<file path="config.mk">
export PLATFORM = sky130hd
export DESIGN_NAME = subleq_loader
export DESIGN_NICKNAME = d
export VERILOG_FILES = /design/src/rtl/subleq_loader.sv
export SDC_FILE = /design/constraint.sdc
export NUM_CORES = 1
export LEC_CHECK = 0
export CAP_MARGIN = 20
export CORE_MARGIN = 4
export CORE_UTILIZATION = 42
export CTS_BUF_LIST = sky130_fd_sc_hd__clkbuf_4 sky130_fd_sc_hd__clkbuf_8
export DETAILED_ROUTE_END_ITERATION = 8
export GPL_ROUTABILITY_DRIVEN = 0
export GPL_TIMING_DRIVEN = 0
export PLACE_DENSITY = 0.83
export SYNTH_ARGS = -nofsm -noshare
export SYNTH_HDL_FRONTEND = slang
export SYNTH_SLANG_ARGS = --single-unit
</file>
<file path="constraint.sdc">
create_clock -name i_clk -period 1.55 [get_ports i_clk]
set_clock_uncertainty 0.05 [all_clocks]
set_input_delay 0.31 -clock i_clk [delete_from_list [all_inputs] [get_ports i_clk]]
set_output_delay 0.31 -clock i_clk [all_outputs]
set_load 0.005 [all_outputs]
</file>
<file path="src/rtl/subleq_loader.sv">
// rtl/subleq_loader.sv - boot-time image loader and memory write-port arbiter for the subleq core
//
// Purpose: holds the core in reset, then writes a valid/ready byte stream into memory
// starting at address 0. Once the image ends it releases the core and hands the memory
// write port to the core as a zero-latency passthrough.
// Optional feature macro: SUBLEQ_LOADER_CHECKSUM_EN. When it is defined, the image must
// sum to 0x00 mod 256, otherwise the loader parks in ERROR.
//
// Ports:
//   i_clk, i_rst         clock, synchronous active-high reset
//   i_valid/i_data/i_last  image byte stream in; o_ready = loader accepts a byte
//   i_cpu_waddr/wdata/we core write port (used only in RUN)
//   o_waddr/o_wdata/o_we memory write port
//   o_cpu_rstn           core reset (active-low)
//   o_done               image loaded and core running
//   o_error              checksum failure (0 when the checksum is not built)
//   o_count              bytes written so far
module subleq_loader #(
  parameter int ADDR_W = 8,
  parameter int DATA_W = 8
) (
  input  logic              i_clk,
  input  logic              i_rst,
  input  logic              i_valid,
  input  logic [DATA_W-1:0] i_data,
  input  logic              i_last,
  output logic              o_ready,
  input  logic [ADDR_W-1:0] i_cpu_waddr,
  input  logic [DATA_W-1:0] i_cpu_wdata,
  input  logic              i_cpu_we,
  output logic [ADDR_W-1:0] o_waddr,
  output logic [DATA_W-1:0] o_wdata,
  output logic              o_we,
  output logic              o_cpu_rstn,
  output logic              o_done,
  output logic              o_error,
  output logic [ADDR_W:0]   o_count
);

  typedef enum logic [1:0] {S_LOAD, S_RELEASE, S_RUN, S_ERROR} state_t;

  state_t            state_q, state_d;
  logic [ADDR_W-1:0] addr_q, addr_d;
  logic [ADDR_W:0]   count_q, count_d;
  logic              ld_we_q, ld_we_d;
  logic [ADDR_W-1:0] ld_waddr_q, ld_waddr_d;
  logic [DATA_W-1:0] ld_wdata_q, ld_wdata_d;
  logic              ready_q, ready_d;
  logic              cpu_rstn_q, cpu_rstn_d;
  logic              done_q, done_d;
  logic              xfer;
  logic              img_end;

`ifdef SUBLEQ_LOADER_CHECKSUM_EN
  logic [7:0] sum_q, sum_d, sum_next;
  logic       error_q, error_d;
  // The sum includes the byte being transferred, so the end-of-image decision
  // can be made on the same edge as the final transfer.
  assign sum_next = sum_q + 8'(i_data);
`endif

  assign xfer    = i_valid & ready_q;
  // The byte landing on the top address ends the image, so the pointer never wraps.
  assign img_end = xfer & (i_last | (addr_q == '1));

  always_comb begin
    state_d    = state_q;
    addr_d     = addr_q;
    count_d    = count_q;
    ld_we_d    = 1'b0;
    ld_waddr_d = ld_waddr_q;
    ld_wdata_d = ld_wdata_q;
`ifdef SUBLEQ_LOADER_CHECKSUM_EN
    sum_d      = sum_q;
`endif
    if (xfer) begin
      ld_we_d    = 1'b1;
      ld_waddr_d = addr_q;
      ld_wdata_d = i_data;
      addr_d     = addr_q + 1'b1;
      count_d    = count_q + 1'b1;
`ifdef SUBLEQ_LOADER_CHECKSUM_EN
      sum_d      = sum_next;
`endif
    end
    case (state_q)
      S_LOAD: begin
        if (img_end) begin
`ifdef SUBLEQ_LOADER_CHECKSUM_EN
          state_d = (sum_next == 8'h00) ? S_RELEASE : S_ERROR;
`else
          state_d = S_RELEASE;
`endif
        end
      end
      S_RELEASE: state_d = S_RUN;
      default:   state_d = state_q;
    endcase
    // Status outputs are registered from the next state so they line up with it.
    ready_d    = (state_d == S_LOAD);
    cpu_rstn_d = (state_d == S_RUN);
    done_d     = (state_d == S_RUN);
`ifdef SUBLEQ_LOADER_CHECKSUM_EN
    error_d    = (state_d == S_ERROR);
`endif
  end

  always_ff @(posedge i_clk) begin
    if (i_rst) begin
      state_q    <= S_LOAD;
      addr_q     <= '0;
      count_q    <= '0;
      ld_we_q    <= 1'b0;
      ld_waddr_q <= '0;
      ld_wdata_q <= '0;
      ready_q    <= 1'b1;
      cpu_rstn_q <= 1'b0;
      done_q     <= 1'b0;
`ifdef SUBLEQ_LOADER_CHECKSUM_EN
      sum_q      <= 8'h00;
      error_q    <= 1'b0;
`endif
    end else begin
      state_q    <= state_d;
      addr_q     <= addr_d;
      count_q    <= count_d;
      ld_we_q    <= ld_we_d;
      ld_waddr_q <= ld_waddr_d;
      ld_wdata_q <= ld_wdata_d;
      ready_q    <= ready_d;
      cpu_rstn_q <= cpu_rstn_d;
      done_q     <= done_d;
`ifdef SUBLEQ_LOADER_CHECKSUM_EN
      sum_q      <= sum_d;
      error_q    <= error_d;
`endif
    end
  end

`ifdef SUBLEQ_LOADER_CHECKSUM_EN
  assign o_error = error_q;
`else
  assign o_error = 1'b0;
`endif

  // The core owns the write port only in RUN; otherwise only the loader can write.
  assign o_we       = (state_q == S_RUN) ? i_cpu_we    : ld_we_q;
  assign o_waddr    = (state_q == S_RUN) ? i_cpu_waddr : ld_waddr_q;
  assign o_wdata    = (state_q == S_RUN) ? i_cpu_wdata : ld_wdata_q;
  assign o_ready    = ready_q;
  assign o_cpu_rstn = cpu_rstn_q;
  assign o_done     = done_q;
  assign o_count    = count_q;

endmodule

</file>
==> flow_summary.yaml, run 1 <==
routing:
  num_vias: 1686
  ant_nets: 0
  wire_per_inst_um: 14.6
  drt-vias-per-instance: 5.30
  drc_errors: 0
  routed_wl_um: 4640
  drt-initial-drc-count: 103
  drt-pass1-iter-count: 5
placement:
  place_area_sq_um: 2330
  numPortBuffers: 57
  hpwlAfterDp_um: 3080
  pre_cts_slack_ps: -570
pwr:
  powerDensity_nw_per_um2: 792
  vdd_drop_max_v: 0.000542
  power.leakage_nw: 1.12
  p_total_mw: 2.09
cts:
  ctsHoldBuffers: 0
  cts_root_buf: "clkbuf_8"
  cts_tree: "done"
  clock_latency_ps: 290
  clock-sinks: 38
  cts_max_level: 2
  clk_path_buf_depth: 2
  cts_buffers: 5
  path_clk_slew_ps: 70
die:
  core_sq_um: 3770
  design.die.area_sq_um: 5120
  die_w_um: 71.5
  chipHeight_um: 71.5
  initial_core_util_pct: 45.0
  num_rows: 22
  io_pins: 59
final_layout:
  drive_above_1_share_pct: 29.6
  area_delta_synth_final_pct: 55.6
  antenna_cells: 0
  final_util_pct: 70.0
  design_area_sq_um: 2640
  fillers: 296
  nets: 301
worst_hold_path:
  whs_path_depth: 2
  hp-start: "ld_wdata_q[2]"
  hold_end: "ld_wdata_q[2]"
  hp-class: "flop to flop"
synth:
  post-synth-top-count-cell: "nand2_1"
  synth_cell_types: 30
  async_flop_share_pct: 0
  synth_edf_count: 0
  ys_ff_latch: 38
  synth_top_area_share_pct: 44.9
  ys_top_cells_by_count: "nand2_1 (39), dfxtp_1 (38), a21oi_1 (27)"
  synth_cells: 197
  synthesis.area_sq_um: 1700
  avgSynthCellArea_sq_um: 8.61
  yosysTopAreaCell: "dfxtp_1"
  ys_seq_area_share_pct: 44.9
  synth_ff_type: "dfxtp_1"
  yosys_warnings: 0
  synthTopCellsByArea: "dfxtp_1 (45%), mux2_2 (13%), nand2_1 (8.6%)"
  syn_nets: 228
global_routing:
  grt_pass1_vias: 1675
  grt_overflow: 0
  met2_usage_pct: 32.9
  grt_antenna_before_repair: 0
  grt_max_degree: 11
  use_met1_pct: 23.8
  gr-usage-all-layers_pct: 19.3
  top_usage_layer: "met2"
  grt_pass1_wl_um: 7800
  grtUsageMet3_pct: 5.61
timing:
  layout_setup_ws_ps: -277
  max_freq_ghz: 0.547
  final_hold_viol_count: 0
  rsz0062_at_grt: "true"
  slew_viol_final: 0
  fin_crit_sh_pct: 118
  setup-violations-final: 17
  period_needed_ps: 1830
  whs_ps: 411
setup_path:
  crit_slowest_cell: "dfxtp_2"
  crit_family: "buffers and inverters"
  worstPathArrival_ps: 1470
  worstSetupStartpointType: "flop"
  timing.rr.start: "addr_q[2]"
  path_cells: "nor2b_4 -> buf_4 -> buf_6 -> mux2_4 -> buf_6"
  reg2reg_slack_ps: 130
  cp.required_ps: 1190
  cp_common_cell: "buf_6"
  slowest_delay_ps: 330
  critPathKind: "flop to output pin"
  crit-reg2reg-capture: "addr_q[7]"
  critPathMaxFanout: 5
  rr_worst_depth: 3
  critPathCaptureType: "output pin"
  crit_buf_inv: 3
run_status:
  status: "finished with violations"
  violations: "setup timing"
flow_run:
  max_cap_violations: 0
cells by family (layout without fill, tap and decap cells):
group	count (synthesis)	in the layout	synth area share, %
compound gates	40	40	13.4
xor+xnor	5	5	2.58
fa+ha+maj	2	2	1.48
buf+inv	16	89	4.43
flops	38	38	44.9
mux	19	19	12.6
other cells	1	1	0.221
simple gates	76	76	20.4
state kept, by name, summed over array words and instances, names as in the netlist:
| register | flops |
|---|---|
| o_count | 9 |
| ld_we_q | 1 |
| state_q | 2 |
| ld_waddr_q | 8 |
| addr_q | 8 |
| o_ready | 1 |
| ld_wdata_q | 8 |
| o_done | 1 |
repair_timing:
action | in CTS | in global routing
pin swaps | 0 | 0
setup endpoints to repair | 56 | 45
gates resized for setup | 123 | 20
setup buffers | 9 | 1
through the flow:
stage | setup TNS, ps | cells
after CTS | -4760 | 318
after global routing | -5370 | 318
after detailed placement | -19910 | 302
after global placement | -19370 | 302
final | -4420 | 318
after floorplan | 0 | 197
worst max-delay path by stage:
stage | startpoint | endpoint | slack [ps] | cells after the start
global placement | state_q[1] | o_wdata[0] | -550 | 5
global route | state_q[1] | o_we | -330 | 5
CTS | state_q[1] | o_waddr[4] | -330 | 6
floorplan | state_q[1] | o_waddr[4] | 30 | 4
finish | state_q[1] | o_we | -280 | 5
detailed placement | state_q[1] | o_wdata[3] | -570 | 5
power by group:
part           internal (mW)  switching [mW]
clock                  0.344           0.315
combinational          0.239           0.152
sequential              1.01          0.0304
total                   1.59           0.498
worst register-to-register path, cell delays in order (launching register included):
cell     delay (ps)
dfxtp_1         460
nand3_1         230
or4_1           460
a21oi_1         150
layout make-up:
class                      instances  area (sq um)  share of cell area, %
inverter                           4          15.0                  0.569
tap                               48          60.1                   2.28
sequential                        38           795                   30.1
buffer                            11          68.8                   2.61
clock buffer                       7          83.8                   3.18
timing repair buffer              67           688                   26.1
multi-input combinational        143           928                   35.2
per-layer routing:
| layer | vias up | part of all wire [%] |
|---|---|---|
| met2 | 60 | 48 |
| met4 | 0 | 1.1 |
| met5 | - | 0 |
| met1 | 790 | 42 |
| met3 | 5 | 8.3 |
| li1 | 831 | - |
placed cells by master, fill, tap and decap left out, types with 5 or more instances in the layout:
master and n:
nand2_1 39, clkdlybuf4s50_1 31, a21oi_1 27, dfxtp_1 25
buf_6 18, mux2_4 15, nor2_1 11, buf_4 8
dfxtp_4 7, dlymetal6s2s_1 7, dfxtp_2 6, buf_2 5
nand3_1 5, o21ai_0 5, or3_1 5, clkbuf_8 5
Note: power is estimated with default switching activity, not from simulation.
==> run 2, diff against run 1 <==
--- a/config.mk
+++ b/config.mk
@@ -7,12 +7,12 @@
 export LEC_CHECK = 0
 export CAP_MARGIN = 20
 export CORE_MARGIN = 4
-export CORE_UTILIZATION = 42
+export CORE_UTILIZATION = 40
 export CTS_BUF_LIST = sky130_fd_sc_hd__clkbuf_4 sky130_fd_sc_hd__clkbuf_8
 export DETAILED_ROUTE_END_ITERATION = 8
 export GPL_ROUTABILITY_DRIVEN = 0
 export GPL_TIMING_DRIVEN = 0
-export PLACE_DENSITY = 0.83
+export PLACE_DENSITY = 0.8
 export SYNTH_ARGS = -nofsm -noshare
 export SYNTH_HDL_FRONTEND = slang
 export SYNTH_SLANG_ARGS = --single-unit
==> constraint.sdc (replaced) <==
create_clock -name i_clk -period 1.55 [get_ports i_clk]
set_clock_uncertainty 0.05 [all_clocks]
set_input_delay 0.31 -clock i_clk [delete_from_list [all_inputs] [get_ports i_clk]]
set_output_delay 0.31 -clock i_clk [all_outputs]
set_load 0.1 [all_outputs]
==> run 2 against run 1 <==
  * The run still ends with setup timing left
  * Cell count grew 0.31%
  * Non-clock buffer count is 2 lower
  * Core utilization is 2.3 points lower
  * Cell area is 4.1% higher
  * Setup slack worse by 65 ps
  * Flip-flop and latch count unchanged
  * Largest power group unchanged
  * Critical endpoint is now o_wdata[5]
==> flow_summary.yaml, run 2 (synthesis gave the netlist of run 1 again) <==
run_status:
  status: "finished with violations"
  violations: "setup timing"
setup_path:
  cp.required_ps: 1190
  rr_worst_depth: 3
  crit-reg2reg-capture: "addr_q[7]"
  endpoint: "o_wdata[5]"
  timing.rr.start: "addr_q[4]"
  critPathMaxFanout: 6
  worstSetupStartpointType: "flop"
  setup.worst_path.start: "state_q[1]"
  critPathCaptureType: "output pin"
  worstPathArrival_ps: 1530
  reg2reg_slack_ps: 130
  critPathKind: "flop to output pin"
die:
  initial_core_util_pct: 41.8
  num_rows: 23
  chipHeight_um: 73.1
  design.die.area_sq_um: 5340
  core_sq_um: 4060
  io_pins: 59
  die_w_um: 73.1
timing:
  slew_headroom_pct: 63.8
  worst_slew_pin_slew_ps: 545
  slew_viol_final: 0
  rsz0062_at_grt: "true"
  setup-violations-final: 17
  max_freq_ghz: 0.529
  fin_crit_sh_pct: 122
  period_needed_ps: 1890
  layout_setup_ws_ps: -342
  final_hold_viol_count: 0
global_routing:
  grt_antenna_before_repair: 0
  grt_max_degree: 12
  gr-usage-all-layers_pct: 17.9
  grt_overflow: 0
  grt_pass1_wl_um: 7510
  grt_pass1_vias: 1593
placement:
  pre_cts_slack_ps: -954
  hpwlAfterDp_um: 3080
  numPortBuffers: 57
cts:
  cts_buffers: 5
  cts_tree: "done"
  path_clk_slew_ps: 70
  clk_path_buf_depth: 2
  clock_latency_ps: 280
  clock-sinks: 38
  cts_max_level: 2
  cts_root_buf: "clkbuf_8"
worst_hold_path:
  hp-class: "flop to flop"
final_layout:
  multi_input_area_sq_um: 942
  nets: 299
  final_common_cell: "nand2_1"
  antenna_cells: 0
  fillers: 313
  drive_above_1_share_pct: 32.7
  layout_common_cells: "nand2_1 (39), a21oi_1 (27), clkdlybuf4s50_1 (27)"
  regArea_sq_um: 796
  area_delta_synth_final_pct: 62.1
  largest_reg_flops: 9
pwr:
  powerDensity_nw_per_um2: 894
  power.leakage_nw: 1.06
  p_total_mw: 2.46
  vdd_drop_max_v: 0.000599
routing:
  num_vias: 1655
  drt-initial-drc-count: 75
  routed_wl_um: 4660
  drc_errors: 0
  drt-vias-per-instance: 5.19
  drt-pass1-iter-count: 4
  ant_nets: 0
  wire_per_inst_um: 14.6
flow_run:
  max_cap_violations: 0
==> run 2: cell count changes in the layout (fill, tap and decap cells not counted), moves of 3 or more <==
cell and change:
buf_12 +17, buf_6 -14, buf_2 +8, dlymetal6s2s_1 -7, clkdlybuf4s50_1 -4, buf_4 -3
==> run 2: worst min path at each step <==
stage                        startpoint             to  depth (start not counted)
after floorplan                  i_last        o_ready                          1
after global placement    ld_wdata_q[0]  ld_wdata_q[0]                          2
after detailed placement  ld_wdata_q[6]  ld_wdata_q[6]                          2
after CTS                 ld_wdata_q[6]  ld_wdata_q[6]                          2
after global routing      ld_wdata_q[6]  ld_wdata_q[6]                          2
final                     ld_waddr_q[4]  ld_waddr_q[4]                          2
==> run 2: worst max-delay path, cell delays in order, from the launching register on <==
cell and delay (ps):
dfxtp_2 340, nor2b_4 140, buf_6 150, buf_8 140
mux2_4 320, buf_12 170
==> run 2: area by class of cell <==
cell class / instances / area share [%]
Buffer: 11 / 2.28
Clock buffer: 6 / 2.78
Clock inverter: 2 / 0.319
Inverter: 4 / 0.546
Multi-Input combinational cell: 143 / 34.3
Sequential cell: 38 / 29.0
Tap cell: 50 / 2.28
Timing Repair Buffer: 65 / 28.6
==> run 2: repair_timing <==
action | 4_1_cts | 5_1_grt
hold buffers | 0 | 0
resized for setup | 216 | 23
endpoints found under the setup margin | 61 | 23
setup buffers | 8 | 1
gates cloned | 1 | 0
==> run 2: per-stage QoR <==
step                      TNS (ps)  area [sq um]  util, %  instances  hold WS [ps]
after floorplan               -259          1770        -        197           353
final                        -5570          2750     67.7        319           406
after detailed placement    -32830          2410     59.3        304           397
after global placement      -31480          2410     59.3        304           394
after CTS                    -6210          2750     67.7        321           407
after global routing         -6390          2750     67.7        319           428
==> run 2: layer usage <==
layer | part of all wire [%] | GRT usage [%] | up-vias
met5 | 0 | 0 | -
met4 | 1.7 | 7.17 | 0
met1 | 40 | 22.4 | 766
met3 | 6.5 | 3.99 | 9
li1 | - | - | 823
met2 | 51 | 29.5 | 57
==> run 2: report_power, final <==
part	switching [mW]	total [mW]	internal, mW
Sequential	0.0309	1.04	1.01
Clock	0.326	0.653	0.326
Combinational	0.467	0.768	0.301
Total	0.825	2.46	1.63
==> run 3, diff against run 2 <==
--- a/config.mk
+++ b/config.mk
@@ -7,12 +7,13 @@
 export LEC_CHECK = 0
 export CAP_MARGIN = 20
 export CORE_MARGIN = 4
-export CORE_UTILIZATION = 40
-export CTS_BUF_LIST = sky130_fd_sc_hd__clkbuf_4 sky130_fd_sc_hd__clkbuf_8
+export CORE_UTILIZATION = 42
+export CTS_BUF_LIST = sky130_fd_sc_hd__clkbuf_8
 export DETAILED_ROUTE_END_ITERATION = 8
 export GPL_ROUTABILITY_DRIVEN = 0
 export GPL_TIMING_DRIVEN = 0
-export PLACE_DENSITY = 0.8
+export PLACE_DENSITY = 0.83
+export REMOVE_ABC_BUFFERS = 1
 export SYNTH_ARGS = -nofsm -noshare
 export SYNTH_HDL_FRONTEND = slang
 export SYNTH_SLANG_ARGS = --single-unit
==> run 3 against run 2 <==
  * The flow still finishes with violations (setup timing)
  * Die area down 4.2%
  * Non-clock buffer count fell by 16
  * Cell area is 9.1% lower
  * Hold slack got worse by 0.69 ps
  * Register-to-register slack got worse by 40 ps
  * Maximum frequency shrank 0.33%
  * Combinational power fell by 15%
  * Setup slack lost 6.3 ps
  * Clock power is 58% higher
  * Critical endpoint is now o_waddr[7]
  * Largest power group unchanged
==> flow_summary.yaml, run 3 (synthesis gave the netlist of run 1 again) <==
final_layout:
  regArea_sq_um: 771
  fillers: 294
  area_delta_synth_final_pct: 47.4
  instances_no_fill: 302
  design_area_sq_um: 2500
  multi_input_area_sq_um: 911
  final_util_pct: 66.3
  largest_reg_flops: 9
  nets: 284
  layout_common_cells: "nand2_1 (39), dfxtp_1 (34), a21oi_1 (27), clkdlybuf4s50_1 (27), mux2_2 (19)"
  drive_above_1_share_pct: 28.0
  antenna_cells: 0
  final_common_cell: "nand2_1"
placement:
  numPortBuffers: 57
  place_area_sq_um: 2300
  hpwlAfterDp_um: 2780
  post-place-cells: 291
  pre_cts_slack_ps: -1430
global_routing:
  grt_pass1_vias: 1589
  gr-usage-all-layers_pct: 17.0
  grt_overflow: 0
  grt_antenna_before_repair: 0
  grt_pass1_wl_um: 7000
  grt_max_degree: 27
setup_path:
  crit_slowest_cell: "dfxtp_4"
  crit_family: "flip-flops"
  cp.required_ps: 1190
  crit_buf_inv: 2
  worstPathArrival_ps: 1540
  critPathMaxFanout: 17
  worstSetupStartpointType: "flop"
  slowest_delay_ps: 370
  critPathCaptureType: "output pin"
  critPathKind: "flop to output pin"
  path_cells: "nor2b_4 -> buf_12 -> mux2_2 -> buf_6"
timing:
  setup-tns-final_ps: -5760
  slew_viol_final: 0
  max_freq_ghz: 0.527
  layout_setup_ws_ps: -348
  slew_headroom_pct: 61.3
  rsz0062_at_grt: "true"
  period_needed_ps: 1900
  fin_crit_sh_pct: 122
  worst_slew_pin_slew_ps: 579
  final_hold_viol_count: 0
  setup-violations-final: 17
worst_hold_path:
  hp-class: "flop to flop"
cts:
  path_clk_slew_ps: 80
  cts_max_level: 2
  clock-sinks: 38
  clock_latency_ps: 290
  cts_tree: "done"
  ctsHoldBuffers: 0
  cts_root_buf: "clkbuf_8"
  clk_path_buf_depth: 2
  cts_buffers: 5
pwr:
  vdd_drop_max_v: 0.000746
  powerDensity_nw_per_um2: 1090
  power.leakage_nw: 0.973
die:
  design.die.area_sq_um: 5120
  num_rows: 22
  io_pins: 59
  initial_core_util_pct: 45.0
  die_w_um: 71.5
  core_sq_um: 3770
  chipHeight_um: 71.5
routing:
  num_vias: 1612
  wire_per_inst_um: 14.2
  routed_wl_um: 4290
  drt-vias-per-instance: 5.34
  ant_nets: 0
  drc_errors: 0
  drt-initial-drc-count: 88
  drt-pass1-iter-count: 4
flow_run:
  max_cap_violations: 0
run_status:
  status: "finished with violations"
  violations: "setup timing"
==> run 3: timing repair <==
action	CTS	global route
pin swaps	1	2
setup endpoints to repair	56	24
resized for setup	185	16
cloned	1	0
buffers inserted	1	1
==> run 3: final timing paths <==
kind,start,to,slack [ps],cells after the start
worst max-delay path,state_q[1],o_waddr[7],-350,4
worst min-delay path,ld_wdata_q[7],ld_wdata_q[7],410,2
worst max register to register,o_count[0],o_count[8],90,4
worst min register to register,ld_wdata_q[7],ld_wdata_q[7],410,2
==> run 3: worst min-delay path, cell delays in order, from the launching register on <==
cell and delay [ps]:
dfxtp_1 310, nand2_1 50, a21oi_1 50
==> run 3: area by class of cell <==
class	instances	share of cell area, %
Clock buffer	6	3.30
Clock inverter	2	2.40
Sequential cell	38	30.8
Multi-Input combinational cell	144	36.5
Timing Repair Buffer	60	24.0
Tap cell	48	2.40
Inverter	4	0.601
==> run 3: per-layer routing <==
layer / wire length [um] / vias up / GRT usage [%]
li1: - / 794 / -
met3: 315 / 7 / 4.63
met5: 0 / - / 0
met1: 1780 / 757 / 19.3
met4: 56 / 0 / 5.85
met2: 2150 / 54 / 30.4
==> run 3: report_power, final <==
group	internal, mW	switching [mW]	total [mW]
Sequential	1.01	0.0346	1.05
Clock	0.686	0.345	1.03
Combinational	0.210	0.440	0.650
==> run 3: metrics by stage <==
stage / total power, mW / hold WS, ps
floorplan: 1.49 / 329
detailed placement: 1.69 / 398
global route: 2.82 / 437
finish: 2.73 / 405
global placement: 1.67 / 392
CTS: 2.74 / 409
